$ cat config.mk
export PLATFORM = sky130hd
export DESIGN_NAME = fma_dot_sequencer
export DESIGN_NICKNAME = d
export VERILOG_FILES = /design/src/rtl/fma_dot_sequencer.sv
export SDC_FILE = /design/constraint.sdc
export NUM_CORES = 1
export LEC_CHECK = 0
export ABC_AREA = 1
export BUFFER_PORTS_ARGS = -buffer_cell sky130_fd_sc_hd__buf_2
export CAP_MARGIN = 20
export CORE_MARGIN = 2
export CORE_UTILIZATION = 35
export CTS_CLUSTER_SIZE = 10
export DETAILED_ROUTE_END_ITERATION = 7
export GPL_TIMING_DRIVEN = 0
export PLACE_DENSITY = 0.8
export SKIP_CTS_REPAIR_TIMING = 1
export SLEW_MARGIN = 20
export SYNTH_ARGS = -nofsm -noshare
export SYNTH_HDL_FRONTEND = slang
export SYNTH_SLANG_ARGS = --single-unit
$ cat constraint.sdc
create_clock -name clk -period 3.55 [get_ports clk]
set_clock_uncertainty 0.2 [all_clocks]
set_input_delay 0.355 -clock clk [delete_from_list [all_inputs] [get_ports clk]]
set_output_delay 0.355 -clock clk [all_outputs]
set_load 0.03 [all_outputs]
$ cat src/rtl/fma_dot_sequencer.sv
// Dot-product sequencer around a shared combinational FMA: acc = init + sum(a[i]*b[i]),
// one multiply-accumulate per accepted operand beat, result returned through a valid/ready port.
module fma_dot_sequencer #(
   parameter int E_MUL = 5,
   parameter int M_MUL = 10,
   parameter int E_ADD = 8,
   parameter int M_ADD = 23,
   parameter int LEN_W = 16
) (
   input  logic                   clk,
   input  logic                   reset,
   input  logic                   cfg_valid,
   output logic                   cfg_ready,
   input  logic [LEN_W-1:0]       cfg_len,
   input  logic [E_ADD+M_ADD:0]   cfg_init,
   input  logic                   op_valid,
   output logic                   op_ready,
   input  logic [E_MUL+M_MUL:0]   op_a,
   input  logic [E_MUL+M_MUL:0]   op_b,
   input  logic                   abort,
   output logic                   res_valid,
   input  logic                   res_ready,
   output logic [E_ADD+M_ADD:0]   res_data,
   output logic                   res_overflow,
   output logic                   busy,
   output logic [E_MUL+M_MUL:0]   fma_src0,
   output logic [E_MUL+M_MUL:0]   fma_src1,
   output logic [E_ADD+M_ADD:0]   fma_src2,
   input  logic [E_ADD+M_ADD:0]   fma_result,
   input  logic                   fma_overflow
);

   typedef enum logic [1:0] {
      S_IDLE = 2'd0,
      S_RUN  = 2'd1,
      S_DONE = 2'd2
   } state_t;

   state_t                 state_q, state_d;
   logic [E_ADD+M_ADD:0]   acc_q, acc_d;
   logic [LEN_W-1:0]       cnt_q, cnt_d;
   logic                   ovf_q, ovf_d;

   // State and datapath registers; reset discards any job in flight.
   always_ff @(posedge clk) begin
      if (reset) begin
         state_q <= S_IDLE;
         acc_q   <= '0;
         cnt_q   <= '0;
         ovf_q   <= 1'b0;
      end else begin
         state_q <= state_d;
         acc_q   <= acc_d;
         cnt_q   <= cnt_d;
         ovf_q   <= ovf_d;
      end
   end

   // Next-state, register updates and handshake outputs.
   always_comb begin
      state_d   = state_q;
      acc_d     = acc_q;
      cnt_d     = cnt_q;
      ovf_d     = ovf_q;
      cfg_ready = 1'b0;
      op_ready  = 1'b0;
      res_valid = 1'b0;
      fma_src0  = '0;
      fma_src1  = '0;
      case (state_q)
         S_IDLE: begin
            cfg_ready = 1'b1;
            if (cfg_valid) begin
               acc_d   = cfg_init;
               cnt_d   = cfg_len;
               ovf_d   = 1'b0;
               state_d = (cfg_len != {LEN_W{1'b0}}) ? S_RUN : S_DONE;
            end else begin
               state_d = S_IDLE;
            end
         end
         S_RUN: begin
            fma_src0 = op_a;
            fma_src1 = op_b;
            // abort wins over a beat presented in the same cycle
            op_ready = ~abort;
            if (abort) begin
               state_d = S_IDLE;
            end else if (op_valid) begin
               acc_d = fma_result;
               ovf_d = ovf_q | fma_overflow;
               cnt_d = cnt_q - {{(LEN_W-1){1'b0}}, 1'b1};
               if (cnt_q == {{(LEN_W-1){1'b0}}, 1'b1}) begin
                  state_d = S_DONE;
               end else begin
                  state_d = S_RUN;
               end
            end else begin
               state_d = S_RUN;
            end
         end
         S_DONE: begin
            res_valid = 1'b1;
            if (res_ready) begin
               state_d = S_IDLE;
            end else begin
               state_d = S_DONE;
            end
         end
         default: begin
            state_d = S_IDLE;
         end
      endcase
   end

   assign fma_src2     = acc_q;
   assign res_data     = acc_q;
   assign res_overflow = ovf_q;
   assign busy         = (state_q != S_IDLE);

endmodule
After elaboration in Yosys (flattened, before gate mapping):

Cells that the tools add are included.

* muxes and demuxes: 24
* reduce and logical (&&, ||, !) cells: 5
* eq/ne operators: 6
* bitwise operators: 2
* $add $sub $neg: 1

Operators by type and width (number)
* 32-bit two-way mux: 3
* 16-bit two-way mux: 5
* 32-bit case mux with 2 select lines: 1
* 16-bit case mux with 2 select lines: 1
* 16-bit by 1-bit equality test with 1-bit output (second input constant): 1
* 16-bit nonzero test: 1
* 16-bit by 1-bit subtractor with 16-bit output (second input constant): 1
* 2-bit two-way mux: 6
* 1-bit two-way mux: 6
* 2-bit inequality test (second input constant): 3
* 2-bit case mux with 3 select lines: 1
* 4-bit AND reduction: 1
* 2-bit nonzero test: 2
* 2-bit by 1-bit equality test with 1-bit output (second input constant): 1
* 2-bit equality test (second input constant): 1
* 2-bit zero test: 1
* 1-bit case mux with 2 select lines: 1
* 1-bit inverter: 1
* 1-bit bitwise OR: 1

* bits of input ports: 119
* logic and storage cells: 42
* register bits: 51

Logic depth before layout (Yosys ltp):

Gate-level depths: netlist (run 1).

* word-level depth: 5
* gate-level depth with buffers: 9
* depth with buffers taken out: 9

Worst setup path before layout (run 1):

OpenSTA, ideal clock, no wires.

* path kind: reg2out
* from: reg state_q[0]
* to: out fma_src0[0]
* buffers on the path: 2
* required time: 2.995 ns
* path slack: 1.711 ns
* stages on the path, launching flop included: 5
* data arrival time: 1.284 ns
* cell sequence: dfxtp_1 nand2_2 clkbuf_1 clkbuf_1 nor2_1

* word-level cells in the longest chain between the ends: 2

RTL lines
* from (decl): RTL line 39 `state_t state_q, state_d;`
* from (signal assigned): RTL line 52 `state_q <= state_d;`
* 2-bit by 1-bit equality test with 1-bit output: RTL line 70 `case (state_q)`
* 16-bit two-way mux: RTL line 70
* to (decl): RTL line 26 `output logic [E_MUL+M_MUL:0] fma_src0,`

Every way passes these cells.

Worst setup path after layout (run 1):

* from: reg state_q[1]
* to: out fma_src0[13]

The elaborated chain is that of the path after synthesis.

==> impl_metrics.tcl, run 1 <==
set metrics [dict create \
    status "complete, no violations" \
    synthesis.area_per_instance_um2 6.29 \
    post-layout-total-power_uw 1790 \
    synth.lib_cells_used.distinct 28 \
    clk_pin_slew_ns 0.10 \
    final_antenna_net_count 0 \
    core.rowCount 34 \
    synthArstFlopShare 0 \
    start_util 0.362 \
    maxCapViolations 0 \
    synth-seq-cells 51 \
    drc_errors 0 \
    root_buffer "sky130_fd_sc_hd__clkbuf_8" \
    via_count_of_the_first_global_routing_pass 3462 \
    pwr_density_cell_nw_per_um2 398 \
    io_buffer_count 218 \
    drt_pre_antenna_iters 5 \
    post_drt_via_cell_ratio 4.61 \
    top_cell_by_count_worst_path "sky130_fd_sc_hd__clkbuf_1" \
    worst-slew-pin-transition_ns 0.509 \
    clock_path_buffers 2 \
    cp_slowest_stage_delay_ns 0.43 \
    yosysWarningCount 0 \
    post_synth_inst_count 504 \
    antenna_found_initial 0 \
    synth-seq-area-share 0.322 \
    numClockSinks 51 \
    fraction_of_layout_instances_using_a_drive_strength_above_1 0.385 \
    cp_cell_sequence "inv_1 -> nand2_2 -> clkbuf_1 -> clkbuf_1 -> nor2_1 -> buf_2" \
    detail_route.iter0.violations 186 \
    worst_skew_pair.late_latency_ns 0.30 \
    synth-main-ff-cell "sky130_fd_sc_hd__dfxtp_1" \
    worstHoldPathType "input port to flip-flop" \
    place.detailed.hpwl_um 8090 \
    synthesized_nets 625 \
    routed-via-count 3866 \
    area_added_between_synthesis_and_finish_pct 42.2 \
    data_arrival_time_of_the_critical_path_ns 1.94 \
    pre_cts_ws_ns 1.39 \
    peak_supply_drop_mv 0.173 \
    setup_viol_count_final 0 \
    place.detailed.instances 830 \
    finalCritPeriodShare 0.701 \
    max_clock_freq_mhz 402 \
    design.core.area_um2 8760 \
    cellLeakagePower_uw 0.00259 \
    die_area_um2 9840 \
    worst_ep_required_time_ns 2.99 \
    slew-limit-headroom 0.661 \
    fin_ws_ns 1.06 \
    rsz0062_at_grt "false" \
    die_width_um 99.2 \
    chip_height_um 99.2 \
    setup_tns_ns 0 \
    wire_length_of_the_first_global_routing_pass_um 16300 \
    fin_crit_ns 2.49 \
    setup.worst_path.end_class "output port" \
    routed_wl_um 10400 \
    finalNetCount 850 \
    route.detailed.wl_per_inst_um 12.4 \
    path_class "flip-flop to output port" \
    tritoncts "done" \
    htree_levels 2 \
    cts_buffers 5 \
    count_of_flip_flops_with_a_built_in_enable_after_synthesis 0 \
    critical-path-slowest-cell "sky130_fd_sc_hd__clkbuf_1" \
    hold_violations 0 \
    all_layer_gr_usage 0.199 \
    timing.critical_path.fanout_max 10 \
    crit_path_start_kind "flip-flop" \
    netlist_area_um2 3170 \
    instances_no_fill 838 \
    grt-ovfl-total 0 \
    grt_start_max_net_pins 17 \
    antenna_cells_inserted 0 \
    report.final.slew_viol_count 0 \
    place.gp.congestion 0.916 \
    io-pin-count 220 \
]
-- report_power, final --
group | internal [µW] | switching, µW
Combinational | 253 | 450
Clock | 210 | 209
Sequential | 626 | 44.4
-- cells in the final DEF, fill, tap and decap left out, drive strengths merged --
master and n:
inv 55, clkbuf 17, and3 1, nand2 132, clkinv 2, nor2 71
nand4 1, nand3b 1, nor3 4, nand3 15, o22ai 1, ha 2
o21ai 50, o211ai 2, a21oi 26, a31oi 32, dfxtp 51, buf 266
bufinv 1
-- worst max-delay path, delay by kind of cell (launching register included) --
kind	cells	cell delay, ns
simple gates	2	0.22
buf+inv	4	1.05
flops	1	0.35
-- state kept, by name, summed over array words and instances (netlist names) --
name / count
fma_src2: 32
state_q: 2
cnt_q: 16
res_overflow: 1
-- logic make-up after synthesis --
kind of cell	after synthesis	share of synthesized area
buf+inv	115	0.189
compound gates	111	0.197
fa+ha+maj	2	0.00789
flops	51	0.322
simple gates	225	0.284
-- cells in the mapped netlist (all sizes together) (2+ instances only) --
master / number / area share
a31oi: 32 / 0.063
a21oi: 26 / 0.045
nor3: 4 / 0.0079
clkbuf: 12 / 0.014
inv: 55 / 0.065
dfxtp: 51 / 0.32
ha: 2 / 0.0079
nand2: 132 / 0.16
nor2: 71 / 0.089
buf: 48 / 0.11
o211ai: 2 / 0.0047
o21ai: 50 / 0.082
nand3: 15 / 0.024
-- cell type report --
class / instances / area [µm²]
fillers: 938 / 4250
multi-input cells: 338 / 1550
repair buffers: 218 / 1090
flip-flops and latches: 51 / 1020
plain buffers: 60 / 393
inverters: 55 / 206
well taps: 108 / 135
clock buffers: 5 / 68.8
clock inverters: 3 / 43.8
-- per-stage QoR --
step / area (µm²) / util / hold slack [ns]
floorplan: 3170 / - / 0.252
global placement: 4400 / 0.502 / 0.273
detailed placement: 4400 / 0.502 / 0.276
CTS: 4510 / 0.515 / 0.0900
global route: 4510 / 0.515 / 0.0886
finish: 4510 / 0.515 / 0.0975
-- path summary, 6_finish.rpt --
check | start | end | slack [ns] | depth (start not counted)
hold / removal | cfg_init[8] | fma_src2[8] | 0.1 | 3
setup / recovery | state_q[1] | fma_src0[13] | 1.06 | 6
setup reg to reg | state_q[1] | fma_src2[10] | 1.78 | 6
hold reg to reg | cnt_q[6] | cnt_q[6] | 0.29 | 2
-- routing by layer --
| metal | routed length, µm | GRT usage | vias to the layer above |
|---|---|---|---|
| met3 | 690 | 0.0344 | 7 |
| met5 | 0 | 0 | - |
| met1 | 4660 | 0.269 | 1694 |
| met2 | 4990 | 0.334 | 137 |
| li1 | - | - | 2028 |
| met4 | 48 | 0.0390 | 0 |
(Power assumes the default switching activity.)
==> run 2: changes to the inputs <==
--- a/config.mk
+++ b/config.mk
@@ -5,7 +5,7 @@
 export SDC_FILE = /design/constraint.sdc
 export NUM_CORES = 1
 export LEC_CHECK = 0
-export ABC_AREA = 1
+export ABC_AREA = 0
 export BUFFER_PORTS_ARGS = -buffer_cell sky130_fd_sc_hd__buf_2
 export CAP_MARGIN = 20
 export CORE_MARGIN = 2
@@ -13,7 +13,7 @@
 export CTS_CLUSTER_SIZE = 10
 export DETAILED_ROUTE_END_ITERATION = 7
 export GPL_TIMING_DRIVEN = 0
-export PLACE_DENSITY = 0.8
+export PLACE_DENSITY = 0.83
 export SKIP_CTS_REPAIR_TIMING = 1
 export SLEW_MARGIN = 20
 export SYNTH_ARGS = -nofsm -noshare
==> constraint.sdc (replaced) <==
create_clock -name clk -period 2 [get_ports clk]
set_clock_uncertainty 0.2 [all_clocks]
set_input_delay 0.2 -clock clk [delete_from_list [all_inputs] [get_ports clk]]
set_output_delay 0.2 -clock clk [all_outputs]
set_load 0.03 [all_outputs]
==> impl_metrics.tcl, run 2 <==
set metrics [dict create \
    synth.largest_area_cell "sky130_fd_sc_hd__dfxtp_1" \
    drc_errors 0 \
    slew-limit-headroom 0.523 \
    root_buffer "sky130_fd_sc_hd__clkbuf_8" \
    worst-slew-pin-transition_ns 0.710 \
    fraction_of_layout_instances_using_a_drive_strength_above_1 0.473 \
    stdcell_area_um2 5430 \
    clk_pin_slew_ns 0.10 \
    synth_xor_xnor_area_share 0.00282 \
    synth-compound-area-share 0.197 \
    worstHoldPathType "input port to flip-flop" \
    final_cell_mix "sky130_fd_sc_hd__buf_2, sky130_fd_sc_hd__nand2_1, sky130_fd_sc_hd__dlygate4sd3_1" \
    synth.area.mux_share 0.00685 \
    rsz0062_at_grt "true" \
    failed_checks "hold timing, setup timing" \
    final_antenna_net_count 0 \
    peak_supply_drop_mv 0.319 \
    yosysWarningCount 0 \
    antenna_cells_inserted 0 \
    fin_crit_ns 2.01 \
    synth_top_family_by_area "simple AND/OR/NAND/NOR gates" \
    drt_pre_antenna_iters 5 \
    finish.utilization 0.626 \
    synth-simple-area-share 0.326 \
    maxCapViolations 0 \
    routed_wl_um 13000 \
    reg2reg_setup_slack_ns 0 \
    crit_path_start_kind "flip-flop" \
    grt-ovfl-total 0 \
    chip_height_um 98.2 \
    synth_most_common_cell "sky130_fd_sc_hd__nand2_1" \
    post-layout-total-power_uw 3290 \
    data_arrival_time_of_the_critical_path_ns 1.61 \
    yosys.area.top_type_share 0.329 \
    start_util 0.358 \
    synthesized_nets 531 \
    place.detailed.instances 736 \
    synth-main-ff-cell "sky130_fd_sc_hd__dfxtp_1" \
    netlist_area_um2 3100 \
    count_of_flip_flops_with_a_built_in_enable_after_synthesis 0 \
    wire_length_of_the_first_global_routing_pass_um 17900 \
    instances_no_fill 812 \
    post_synth_inst_count 410 \
    report.final.slew_viol_count 0 \
    cellLeakagePower_uw 0.00266 \
    tritoncts "done" \
    via_count_of_the_first_global_routing_pass 3799 \
    worst_skew_pair.late_latency_ns 0.31 \
    final.hold.worst_slack_ns -0.0337 \
    most_common_cell_after_layout_fill_and_taps_aside "sky130_fd_sc_hd__buf_2" \
    setup.worst_path.end_class "output port" \
    num-fill-cells 729 \
    io_buffer_count 218 \
    synth-seq-area-share 0.329 \
    clock_path_buffers 2 \
    worst_ep_required_time_ns 1.60 \
    finalCritPeriodShare 1.01 \
    timing.critical_path.fanout_max 8 \
    place_area_um2 4340 \
    pwr_density_cell_nw_per_um2 606 \
    post_synth_fa_ha_maj_area_fraction 0.00806 \
    core.rowCount 34 \
    synth-seq-cells 51 \
    hold_violations 6 \
    path_class "flip-flop to output port" \
    post_drt_via_cell_ratio 5.23 \
    synth.lib_cells_used.distinct 52 \
    grt_start_max_net_pins 14 \
    detail_route.iter0.violations 240 \
    cts_buffers 5 \
    place.detailed.hpwl_um 8470 \
    die_area_um2 9640 \
    most_area_consuming_cells_after_synthesis "sky130_fd_sc_hd__dfxtp_1, sky130_fd_sc_hd__nand2_1, sky130_fd_sc_hd__a311oi_1" \
    route.detailed.wl_per_inst_um 16.0 \
    all_layer_gr_usage 0.222 \
    synthArstFlopShare 0 \
    die_width_um 98.2 \
    status "finished with violations" \
    finalNetCount 826 \
    numClockSinks 51 \
    setup_viol_count_final 5 \
    area_added_between_synthesis_and_finish_pct 74.9 \
    antenna_found_initial 0 \
    largest_reg_flops 32 \
    fin_ws_ns -0.0143 \
    htree_levels 2 \
    io-pin-count 220 \
    place.gp.congestion 0.911 \
    max_clock_freq_mhz 496 \
    synthesis.area_per_instance_um2 7.57 \
    routed-via-count 4247 \
    design.core.area_um2 8680 \
    yosys-top-cells-count "sky130_fd_sc_hd__nand2_1, sky130_fd_sc_hd__dfxtp_1, sky130_fd_sc_hd__nor2_1" \
]
==> run 2: cell count changes in the layout (fill, tap and decap cells not counted), sizes merged, moves of 10 or more <==
| cell | change |
|---|---|
| a311oi | +32 |
| a31oi | -30 |
| and2 | +34 |
| clkbuf | +18 |
| dlygate4sd3 | +59 |
| inv | -49 |
| nand2 | -56 |
| nand3 | -10 |
| nor2 | -30 |
| o21ai | -38 |
==> run 2: area by class of cell <==
| class | count | area (µm²) | area share |
|---|---|---|---|
| timing repair buffer | 292 | 1930 | 0.355 |
| multi-input combinational | 288 | 1790 | 0.330 |
| buffer | 61 | 452 | 0.0832 |
| clock buffer | 6 | 72.6 | 0.0134 |
| tap | 108 | 135 | 0.0249 |
| sequential | 51 | 1030 | 0.190 |
| inverter | 6 | 22.5 | 0.00415 |
==> run 2: worst max-delay path: stages, from the launching register on <==
cell	delay, ns
sky130_fd_sc_hd__dfxtp_2	0.36
sky130_fd_sc_hd__buf_8	0.12
sky130_fd_sc_hd__nor2b_4	0.13
sky130_fd_sc_hd__buf_6	0.16
sky130_fd_sc_hd__buf_8	0.14
sky130_fd_sc_hd__buf_6	0.11
sky130_fd_sc_hd__and2_4	0.14
sky130_fd_sc_hd__buf_6	0.13
==> run 2: kinds of logic after synthesis <==
| group | Yosys count |
|---|---|
| adders and majority gates | 2 |
| muxes | 2 |
| AOI/OAI and AO/OA | 84 |
| buffers and inverters | 71 |
| and+or+nand+nor | 199 |
| DFF | 51 |
| xor gates and xnor gates | 1 |
==> run 2: metal layers <==
metal | share of wire | GRT usage
met1 | 0.39 | 0.273
met2 | 0.52 | 0.388
met3 | 0.070 | 0.0408
met4 | 0.026 | 0.0822
met5 | 0 | 0
==> run 2: path summary, 6_finish.rpt <==
path                            depth (start not counted)    startpoint      endpoint
worst max-delay path                                    7    state_q[0]   fma_src0[2]
worst min-delay path                                    3  cfg_init[15]  fma_src2[15]
worst max register to register                          6      cnt_q[1]    state_q[1]
worst min register to register                          2     cnt_q[12]     cnt_q[12]
==> run 2: stage by stage <==
step | TNS [ns] | setup slack, ns | hold slack, ns
2_1_floorplan | 0 | 0.000105 | 0.159
6_report | -0.0248 | -0.0143 | -0.0337
3_3_place_gp | -18.43 | -0.491 | 0.265
3_5_place_dp | -23.67 | -0.549 | 0.271
4_1_cts | -36.33 | -0.893 | -0.0522
5_1_grt | -0.832 | -0.0569 | 0.000154
==> run 2: power by group <==
group | switching (µW) | internal [µW] | leakage [µW] | total, µW
Sequential | 98.4 | 1110 | 0.000424 | 1210
Combinational | 848 | 661 | 0.00220 | 1510
Clock | 337 | 235 | 0.0000371 | 572
==> run 3: changes to the inputs <==
--- a/config.mk
+++ b/config.mk
@@ -10,10 +10,11 @@
 export CAP_MARGIN = 20
 export CORE_MARGIN = 2
 export CORE_UTILIZATION = 35
+export CTS_BUF_LIST = sky130_fd_sc_hd__clkbuf_4 sky130_fd_sc_hd__clkbuf_8
 export CTS_CLUSTER_SIZE = 10
 export DETAILED_ROUTE_END_ITERATION = 7
 export GPL_TIMING_DRIVEN = 0
-export PLACE_DENSITY = 0.83
+export PLACE_DENSITY = 0.79
 export SKIP_CTS_REPAIR_TIMING = 1
 export SLEW_MARGIN = 20
 export SYNTH_ARGS = -nofsm -noshare
==> impl_metrics.tcl, run 3 (same netlist as run 2, synthesis figures left out) <==
set metrics [dict create \
    top_cell_by_count_worst_path "sky130_fd_sc_hd__or4_4" \
    place.gp.congestion 0.890 \
    worst_ep_required_time_ns 2.01 \
    worst-slew-pin-transition_ns 0.711 \
    crit_path_start_kind "flip-flop" \
    path_class "flip-flop to flip-flop" \
    grt-ovfl-total 0 \
    core.rowCount 34 \
    largest_reg_flops 32 \
    peak_supply_drop_mv 0.304 \
    tritoncts "done" \
    hold_violations 1 \
    most_common_cell_after_layout_fill_and_taps_aside "sky130_fd_sc_hd__buf_2" \
    cp_slowest_stage_delay_ns 0.43 \
    post_drt_via_cell_ratio 5.20 \
    max_clock_freq_mhz 503 \
    worstHoldPathType "input port to flip-flop" \
    drt_pre_antenna_iters 5 \
    pwr_density_cell_nw_per_um2 608 \
    power.internal_uw 2050 \
    all_layer_gr_usage 0.218 \
    post-layout-total-power_uw 3340 \
    report.final.slew_viol_count 0 \
    die_width_um 98.2 \
    routed-via-count 4284 \
    die_area_um2 9640 \
    failed_checks "hold timing" \
    instances_no_fill 824 \
    via_count_of_the_first_global_routing_pass 3684 \
    maxCapViolations 0 \
    cts_buffers 5 \
    status "finished with violations" \
    clock_path_buffers 2 \
    finish.utilization 0.633 \
    fraction_of_layout_instances_using_a_drive_strength_above_1 0.476 \
    pwr-share-clk 0.185 \
    setup_tns_ns 0 \
    rsz0062_at_grt "true" \
    grt_start_max_net_pins 15 \
    start_util 0.358 \
    worst_skew_pair.late_latency_ns 0.30 \
    io-pin-count 220 \
    slew-limit-headroom 0.522 \
    net_sw_frac 0.385 \
    root_buffer "sky130_fd_sc_hd__clkbuf_8" \
    design.core.area_um2 8680 \
    antenna_cells_inserted 0 \
    chip_height_um 98.2 \
    final.hold.worst_slack_ns -0.00596 \
    final_cell_mix "sky130_fd_sc_hd__buf_2, sky130_fd_sc_hd__nand2_1, sky130_fd_sc_hd__dlygate4sd3_1" \
    switchingPower_uw 1290 \
    place.detailed.instances 736 \
    critical-path-slowest-cell "sky130_fd_sc_hd__or4_4" \
    finalNetCount 837 \
    final_antenna_net_count 0 \
    antenna_found_initial 0 \
    htree_levels 2 \
    setup_viol_count_final 0 \
    clk_pin_slew_ns 0.10 \
    numClockSinks 51 \
    wire_length_of_the_first_global_routing_pass_um 17400 \
    fin_crit_ns 1.99 \
    io_buffer_count 218 \
    data_arrival_time_of_the_critical_path_ns 2.00 \
    area_added_between_synthesis_and_finish_pct 76.9 \
    setup.worst_path.end_class "flip-flop" \
    drc_errors 0 \
    route.detailed.wl_per_inst_um 15.7 \
    pwr-share-comb 0.453 \
    place.detailed.hpwl_um 8660 \
    timing.critical_path.fanout_max 4 \
    cp_cell_sequence "inv_2 -> ha_1 -> nand2_1 -> or4_4 -> or4_4 -> a221oi_2" \
    cellLeakagePower_uw 0.00272 \
    routed_wl_um 12900 \
    finalCritPeriodShare 0.995 \
    p_seq_frac 0.362 \
    detail_route.iter0.violations 235 \
]
-- run 3: changes by cell type in the layout (fill, tap and decap cells not counted), moves of 2 or more --
cell,previous run,this run
sky130_fd_sc_hd__clkbuf_4,19,12
sky130_fd_sc_hd__buf_2,186,202
sky130_fd_sc_hd__dlygate4sd3_1,59,63
sky130_fd_sc_hd__buf_4,58,56
-- run 3: worst max-delay path: cells and delay by family, from the launching register on --
| family | cells | cell delay [ns] |
|---|---|---|
| flip-flops | 1 | 0.37 |
| AO/OA/AOI/OAI | 1 | 0.25 |
| buffers and inverters | 1 | 0.06 |
| adder cells (fa/ha/maj) | 1 | 0.14 |
| AND/OR/NAND/NOR | 3 | 0.88 |
-- run 3: worst paths after layout --
check                                    start      endpoint  slack [ns]  cells after the start
worst max-delay path                  cnt_q[1]    state_q[1]        0.01                      6
worst min-delay path            fma_result[25]  fma_src2[25]      -0.006                      3
worst max register to register        cnt_q[1]    state_q[1]        0.01                      6
worst min register to register       cnt_q[12]     cnt_q[12]        0.30                      2
-- run 3: cell type report --
class	count	area, µm²
Sequential cell	51	1030
Tap cell	108	135
Buffer	62	453
Fill cell	755	3190
Timing Repair Buffer	302	1970
Clock buffer	6	82.6
Multi-Input combinational cell	288	1790
Inverter	6	22.5
Clock inverter	1	5.00
-- run 3: power groups by stage --
stage | Combinational, µW | Sequential [µW] | Clock (µW)
floorplan | 714 | 1330 | 0
global placement | 1220 | 1210 | 0
detailed placement | 1240 | 1220 | 0
CTS | 1240 | 1200 | 640
global route | 1610 | 1220 | 675
finish | 1510 | 1210 | 618
-- run 3: through the flow --
step | area, µm² | worst slack (ns)
floorplan | 3110 | 0.000105
global placement | 4340 | -0.404
detailed placement | 4340 | -0.464
CTS | 4430 | -0.809
global route | 5490 | -0.0416
finish | 5490 | 0.0103
-- run 3: routing by layer --
| metal | global-route usage | wire length, µm |
|---|---|---|
| met5 | 0 | 0 |
| met4 | 0.0474 | 204 |
| met3 | 0.0480 | 866 |
| met2 | 0.394 | 6860 |
| met1 | 0.265 | 5000 |
